[src/rtl/uart_tx_periph.sv]
// uart_tx_periph: memory-mapped 8N1 UART transmitter with a TX FIFO.
// Register map on addr[3:2]: 0 TXDATA, 1 STATUS, 2 DIVISOR, 3 CTRL.
// Optional feature: define UART_PARITY_EN to add a parity bit (11-bit frame,
// CTRL[4] selects odd parity). Without it the frame is 10 bits and CTRL[4]
// is neither stored nor read back.
module uart_tx_periph #(
  parameter int          FIFO_AW   = 3,
  parameter logic [15:0] DIV_RESET = 16'd434
) (
  input  logic        clk,
  input  logic        rst,
  input  logic        ce,
  input  logic        we,
  input  logic [31:0] addr,
  input  logic [3:0]  sel,
  input  logic [31:0] data_i,
  output logic [31:0] data_o,
  output logic        tx_o,
  output logic        int_o
);

  localparam int DEPTH = 2 ** FIFO_AW;
  localparam logic [FIFO_AW:0]   CNT_FULL = {1'b1, {FIFO_AW{1'b0}}};
  localparam logic [FIFO_AW:0]   CNT_ONE  = {{FIFO_AW{1'b0}}, 1'b1};
  localparam logic [FIFO_AW-1:0] PTR_ONE  = {{(FIFO_AW-1){1'b0}}, 1'b1};

  typedef enum logic [2:0] {
    S_IDLE   = 3'd0,
    S_START  = 3'd1,
    S_DATA   = 3'd2,
    S_PARITY = 3'd3,
    S_STOP   = 3'd4
  } state_t;

  state_t r_state, w_next_state;

  logic [7:0]         r_mem [0:DEPTH-1];
  logic [FIFO_AW-1:0] r_wptr, r_rptr;
  logic [FIFO_AW:0]   r_count;
  logic               r_ovf;
  logic [15:0]        r_div;
  logic               r_tx_en, r_int_en;
  logic [7:0]         r_shift;
  logic [2:0]         r_bit_idx;
  logic [15:0]        r_baud;
  logic               r_tx, r_int;
`ifdef UART_PARITY_EN
  logic               r_par_odd;
  logic               w_parity;
`endif

  logic        w_wr, w_push, w_push_ok, w_pop, w_full, w_empty, w_busy;
  logic        w_bit_end, w_tx_bit, w_ctrl_wr;
  logic [1:0]  w_reg;
  logic [15:0] w_div_eff;
  logic [31:0] w_status, w_ctrl_rd, w_rdata;
  logic        w_unused;

  assign w_reg     = addr[3:2];
  assign w_wr      = ce & we & (sel != 4'b0000);
  assign w_push    = w_wr & (w_reg == 2'd0);
  assign w_ctrl_wr = w_wr & (w_reg == 2'd3);
  assign w_full    = (r_count == CNT_FULL);
  assign w_empty   = (r_count == {(FIFO_AW+1){1'b0}});
  assign w_busy    = (r_state != S_IDLE);
  // A push into a full FIFO is still accepted when a pop frees a slot on the same edge.
  assign w_push_ok = w_push & (~w_full | w_pop);
  // A divisor of zero behaves as one so the line never stalls.
  assign w_div_eff = (r_div == 16'd0) ? 16'd1 : r_div;
  assign w_bit_end = (r_baud == 16'd0);
  assign w_unused  = &{1'b0, addr[31:4], addr[1:0], data_i[31:16]};
`ifdef UART_PARITY_EN
  assign w_parity  = (^r_shift) ^ r_par_odd;
`endif

  // FSM state register.
  always_ff @(posedge clk or negedge rst) begin
    if (!rst) r_state <= S_IDLE;
    else      r_state <= w_next_state;
  end

  // FSM next-state, FIFO pop request and serial bit selection.
  always_comb begin
    w_next_state = r_state;
    w_pop        = 1'b0;
    w_tx_bit     = 1'b1;
    case (r_state)
      S_IDLE: begin
        w_tx_bit = 1'b1;
        if (r_tx_en && !w_empty) begin
          w_pop        = 1'b1;
          w_next_state = S_START;
        end else begin
          w_next_state = S_IDLE;
        end
      end
      S_START: begin
        w_tx_bit = 1'b0;
        if (w_bit_end) w_next_state = S_DATA;
        else           w_next_state = S_START;
      end
      S_DATA: begin
        w_tx_bit = r_shift[r_bit_idx];
        if (w_bit_end && (r_bit_idx == 3'd7)) begin
`ifdef UART_PARITY_EN
          w_next_state = S_PARITY;
`else
          w_next_state = S_STOP;
`endif
        end else begin
          w_next_state = S_DATA;
        end
      end
      S_PARITY: begin
`ifdef UART_PARITY_EN
        w_tx_bit = w_parity;
        if (w_bit_end) w_next_state = S_STOP;
        else           w_next_state = S_PARITY;
`else
        w_tx_bit     = 1'b1;
        w_next_state = S_IDLE;
`endif
      end
      S_STOP: begin
        w_tx_bit = 1'b1;
        if (w_bit_end) begin
          // Back-to-back frames: pop straight into the next start bit.
          if (r_tx_en && !w_empty) begin
            w_pop        = 1'b1;
            w_next_state = S_START;
          end else begin
            w_next_state = S_IDLE;
          end
        end else begin
          w_next_state = S_STOP;
        end
      end
      default: begin
        w_tx_bit     = 1'b1;
        w_next_state = S_IDLE;
      end
    endcase
  end

  // Shift register load, bit index and baud counter (reloads at each bit boundary).
  always_ff @(posedge clk or negedge rst) begin
    if (!rst) begin
      r_shift   <= 8'h00;
      r_bit_idx <= 3'd0;
      r_baud    <= 16'd0;
    end else begin
      if (w_pop) r_shift <= r_mem[r_rptr];
      if (r_state == S_IDLE) begin
        r_baud    <= w_div_eff - 16'd1;
        r_bit_idx <= 3'd0;
      end else if (w_bit_end) begin
        r_baud <= w_div_eff - 16'd1;
        if (r_state == S_DATA) r_bit_idx <= r_bit_idx + 3'd1;
      end else begin
        r_baud <= r_baud - 16'd1;
      end
    end
  end

  // TX FIFO storage, pointers, occupancy and sticky overflow flag.
  always_ff @(posedge clk or negedge rst) begin
    if (!rst) begin
      for (int i = 0; i < DEPTH; i++) r_mem[i] <= 8'h00;
      r_wptr  <= {FIFO_AW{1'b0}};
      r_rptr  <= {FIFO_AW{1'b0}};
      r_count <= {(FIFO_AW+1){1'b0}};
      r_ovf   <= 1'b0;
    end else begin
      if (w_push_ok) begin
        r_mem[r_wptr] <= data_i[7:0];
        r_wptr        <= r_wptr + PTR_ONE;
      end
      if (w_pop) r_rptr <= r_rptr + PTR_ONE;
      case ({w_push_ok, w_pop})
        2'b10:   r_count <= r_count + CNT_ONE;
        2'b01:   r_count <= r_count - CNT_ONE;
        default: r_count <= r_count;
      endcase
      if (w_push && w_full && !w_pop)  r_ovf <= 1'b1;
      else if (w_ctrl_wr && data_i[3]) r_ovf <= 1'b0;
    end
  end

  // DIVISOR and CTRL software registers.
  always_ff @(posedge clk or negedge rst) begin
    if (!rst) begin
      r_div    <= DIV_RESET;
      r_tx_en  <= 1'b0;
      r_int_en <= 1'b0;
`ifdef UART_PARITY_EN
      r_par_odd <= 1'b0;
`endif
    end else begin
      if (w_wr && (w_reg == 2'd2)) r_div <= data_i[15:0];
      if (w_ctrl_wr) begin
        r_tx_en  <= data_i[0];
        r_int_en <= data_i[1];
`ifdef UART_PARITY_EN
        r_par_odd <= data_i[4];
`endif
      end
    end
  end

  // Registered serial line and interrupt outputs.
  always_ff @(posedge clk or negedge rst) begin
    if (!rst) begin
      r_tx  <= 1'b1;
      r_int <= 1'b0;
    end else begin
      r_tx  <= w_tx_bit;
      r_int <= r_int_en & w_empty & ~w_busy;
    end
  end

  assign tx_o  = r_tx;
  assign int_o = r_int;

  // STATUS and CTRL read images.
  always_comb begin
    w_status = 32'h0;
    w_status[0] = w_busy;
    w_status[1] = w_full;
    w_status[2] = w_empty;
    w_status[3] = r_ovf;
    w_status[8 +: FIFO_AW+1] = r_count;
    w_ctrl_rd = 32'h0;
    w_ctrl_rd[0] = r_tx_en;
    w_ctrl_rd[1] = r_int_en;
`ifdef UART_PARITY_EN
    w_ctrl_rd[4] = r_par_odd;
`endif
  end

  // Combinational read mux; zero unless a read is selected.
  always_comb begin
    w_rdata = 32'h0;
    if (ce && !we) begin
      case (w_reg)
        2'd0:    w_rdata = 32'h0;
        2'd1:    w_rdata = w_status;
        2'd2:    w_rdata = {16'h0, r_div};
        2'd3:    w_rdata = w_ctrl_rd;
        default: w_rdata = 32'h0;
      endcase
    end else begin
      w_rdata = 32'h0;
    end
  end

  assign data_o = w_rdata;

endmodule

[config.mk]
export PLATFORM = sky130hd
export DESIGN_NAME = uart_tx_periph
export DESIGN_NICKNAME = d
export VERILOG_FILES = /design/src/rtl/uart_tx_periph.sv
export SDC_FILE = /design/constraint.sdc
export NUM_CORES = 1
export LEC_CHECK = 0
export ABC_AREA = 0
export CAP_MARGIN = 5
export CELL_PAD_IN_SITES_DETAIL_PLACEMENT = 1
export CELL_PAD_IN_SITES_GLOBAL_PLACEMENT = 1
export CORE_MARGIN = 1
export CORE_UTILIZATION = 39
export CTS_CLUSTER_SIZE = 24
export DETAILED_ROUTE_END_ITERATION = 12
export PLACE_DENSITY = 0.88
export SYNTH_ARGS = -nofsm -noshare
export SYNTH_HDL_FRONTEND = slang
export SYNTH_SLANG_ARGS = --single-unit
[constraint.sdc]
create_clock -name clk -period 2.2 [get_ports clk]
set_input_delay 0.66 -clock clk [delete_from_list [all_inputs] [get_ports clk]]
set_output_delay 0.66 -clock clk [all_outputs]
set_load 0.02 [all_outputs]
==> results.sh <==
export IMPL_cp_max_fo=8
export IMPL_root_buffer="clkbuf_16"
export IMPL_end_kind="flop"
export IMPL_synthesis_instances=522
export IMPL_grtUsageTotal_pct=28.9
export IMPL_grt_ovfl_total=0
export IMPL_die_y_um=130
export IMPL_setup_violations=85
export IMPL_dieArea_um2=16800
export IMPL_yosysSeqAreaShare_pct=49.3
export IMPL_ys_ff_latch=125
export IMPL_slew_violations=0
export IMPL_cp_required_ns=2.52
export IMPL_cts_hold_buf=0
export IMPL_fin_worst_skew_ns=0.0180
export IMPL_clock_fmax_mhz=383
export IMPL_fillers=1575
export IMPL_clk_pin_slew_ns=0.07
export IMPL_n_antenna_cell=0
export IMPL_path_buf_inv=4
export IMPL_io_pins=106
export IMPL_area_delta_synth_final_pct=43.9
export IMPL_pre_cts_ws_ns=-0.823
export IMPL_critPathLaunchType="flop"
export IMPL_synth_edf_count=0
export IMPL_drt_wl_total_um=25100
export IMPL_crit_family="simple AND/OR/NAND/NOR gates"
export IMPL_slew_headroom_pct=35.1
export IMPL_path_cells="nor4_4 -> buf_4 -> or4b_4 -> a21oi_4 -> buf_6 -> o21ai_4 -> buf_6 -> nor3_4 -> buf_12 -> mux2_4"
export IMPL_dpl_hpwl_um=13200
export IMPL_portBuffers=43
export IMPL_rows=46
export IMPL_violations="negative setup slack"
export IMPL_postRouteAntennaNets=0
export IMPL_layout_common_cells="dfrtp_1, buf_4, mux2_4"
export IMPL_first_pass_iters=5
export IMPL_maxCapViolCount=0
export IMPL_finalHoldViolations=0
export IMPL_vias=5255
export IMPL_p_leak_nw=3.92
export IMPL_multiInputGateArea_um2=3660
export IMPL_min_path_type="input pin to async pin"
export IMPL_grt_start_max_net_pins=41
export IMPL_path_common_cell="buf_6"
export IMPL_cts_tree="yes"
export IMPL_avgSynthCellArea_um2=12.2
export IMPL_place_gp_congestion=0.812
export IMPL_status="finished with violations"
export IMPL_dieWidth_um=130
export IMPL_wl_per_cell_um=28.4
export IMPL_clk_latency_ns=0.45
export IMPL_seqCellArea_um2=3140
export IMPL_netlist_area_um2=6360
export IMPL_synth_ff_type="dfrtp_1"
export IMPL_placed_cells=837
export IMPL_power_density_nw_per_um2=1220
export IMPL_htreeDepth=4
export IMPL_clock_sinks=125
export IMPL_final_cells=886
export IMPL_period_needed_ns=2.61
export IMPL_period_share_pct=119
export IMPL_clockBufferDepth=2
export IMPL_worst_slack_ns=-0.411
export IMPL_grt_pass1_vias=5625
export IMPL_yosysWarnings=0
export IMPL_start_util_pct=40.0
export IMPL_critPathKind="flop to flop"
export IMPL_final_common_cell="dfrtp_1"
export IMPL_core_area_um2=15900
export IMPL_final_nets=736
export IMPL_drc=0
export IMPL_cpPeakStageDelay_ns=0.52
export IMPL_tritoncts_num_buffers=17
export IMPL_vdd_drop_max_uv=964
export IMPL_viasPerCell=5.93
export IMPL_fin_util_pct=57.6
export IMPL_tightestPinTransition_ns=0.974
export IMPL_rsz0062_at_grt="true"
export IMPL_antenna_found_initial=0
export IMPL_slowest_stage="or4b_4"
export IMPL_synth_distinct_cells=52
export IMPL_drtIter0Drc=324
export IMPL_arrival_ns=2.94
export IMPL_drive_gt1_share_pct=49.9
export IMPL_grt_pass1_wl_um=34800
export IMPL_async_flop_share_pct=100
## cells by family after synthesis
logic type	count (synthesis)	synth area share (%)
fa+ha+maj	7	1.38
xor+xnor	30	4.13
simple gates	141	12.4
buf+inv	45	3.66
mux	113	23.0
compound gates	60	6.00
flops	125	49.3
other cells	1	0.0590
## where the power goes
group / switching, mW / internal, mW
Clock: 1.27 / 2.06
Combinational: 1.78 / 2.05
Sequential: 0.915 / 3.07
Total: 3.97 / 7.18
## flip-flops by register name (all words and copies together), names as in the netlist
signal     cells
r_mem         64
r_baud        16
r_div         16
r_shift        8
r_count        4
r_bit_idx      3
r_rptr         3
r_state        3
r_wptr         3
int_o          1
r_int_en       1
r_ovf          1
r_tx_en        1
tx_o           1
## cell usage after synthesis (10+ instances only)
cell      number  share of area (%)
nor2_1        37                2.2
dfrtp_1      119                 47
xnor2_1       16                2.2
xor2_1        14                1.9
a21oi_1       18                1.4
mux2i_1       10                1.6
mux4_2        18                6.4
nand2_1       30                1.8
o21ai_0       19                1.5
buf_4         16                1.9
clkbuf_1      15               0.89
mux2_2        85                 15
## what timing repair did
| action | in CTS | in global routing |
|---|---|---|
| buffers inserted | 13 | 15 |
| gates cloned | 0 | 1 |
| endpoints found under the setup margin | 101 | 113 |
| gates resized for setup | 148 | 86 |
| pin swaps | 16 | 30 |
## path summary, 6_finish.rpt
| check | slack [ns] | to | cells after the start | from |
|---|---|---|---|---|
| worst max-delay path | -0.41 | r_mem[48]$_DFFE_PN0P_ | 10 | r_count[2]$_DFFE_PN0P_ |
| worst min-delay path | 0.20 | r_rptr[2]$_DFFE_PN0P_ | 1 | rst |
| worst max register to register | -0.41 | r_mem[48]$_DFFE_PN0P_ | 10 | r_count[2]$_DFFE_PN0P_ |
| worst min register to register | 0.51 | r_mem[30]$_DFFE_PN0P_ | 1 | r_mem[30]$_DFFE_PN0P_ |
| max in group asynchronous | 1.27 | r_div[5]$_DFFE_PN1P_ | 2 | rst |
| min in group clk | 0.51 | r_mem[30]$_DFFE_PN0P_ | 1 | r_mem[30]$_DFFE_PN0P_ |
## through the flow
| step | hold WS, ns | setup TNS [ns] | power, mW | area, um^2 |
|---|---|---|---|---|
| 2_1_floorplan | 0.364 | -7.41 | 5.47 | 6580 |
| 3_5_place_dp | 0.490 | -55.02 | 6.79 | 7800 |
| 4_1_cts | 0.221 | -23.41 | 10.5 | 8790 |
| 5_1_grt | 0.239 | -26.81 | 11.5 | 9150 |
| 6_report | 0.199 | -21.73 | 11.1 | 9150 |
| 3_3_place_gp | 0.483 | -46.32 | 6.45 | 7800 |
## final cells by class
cell class	count	share of cell area, %
Clock inverter	15	2.69
Tap cell	216	2.95
Clock buffer	17	4.65
Multi-Input combinational cell	367	40.0
Timing Repair Buffer	140	15.1
Inverter	6	0.246
Sequential cell	125	34.3
## layer usage
layer / GRT usage, % / part of all wire, % / up-vias
li1: - / - / 2111
met1: 31.7 / 36 / 2781
met2: 52.8 / 53 / 256
met3: 6.52 / 4.9 / 107
met4: 13.2 / 5.9 / 0
met5: 0 / 0 / -
Power figures use the tool's default switching activity.
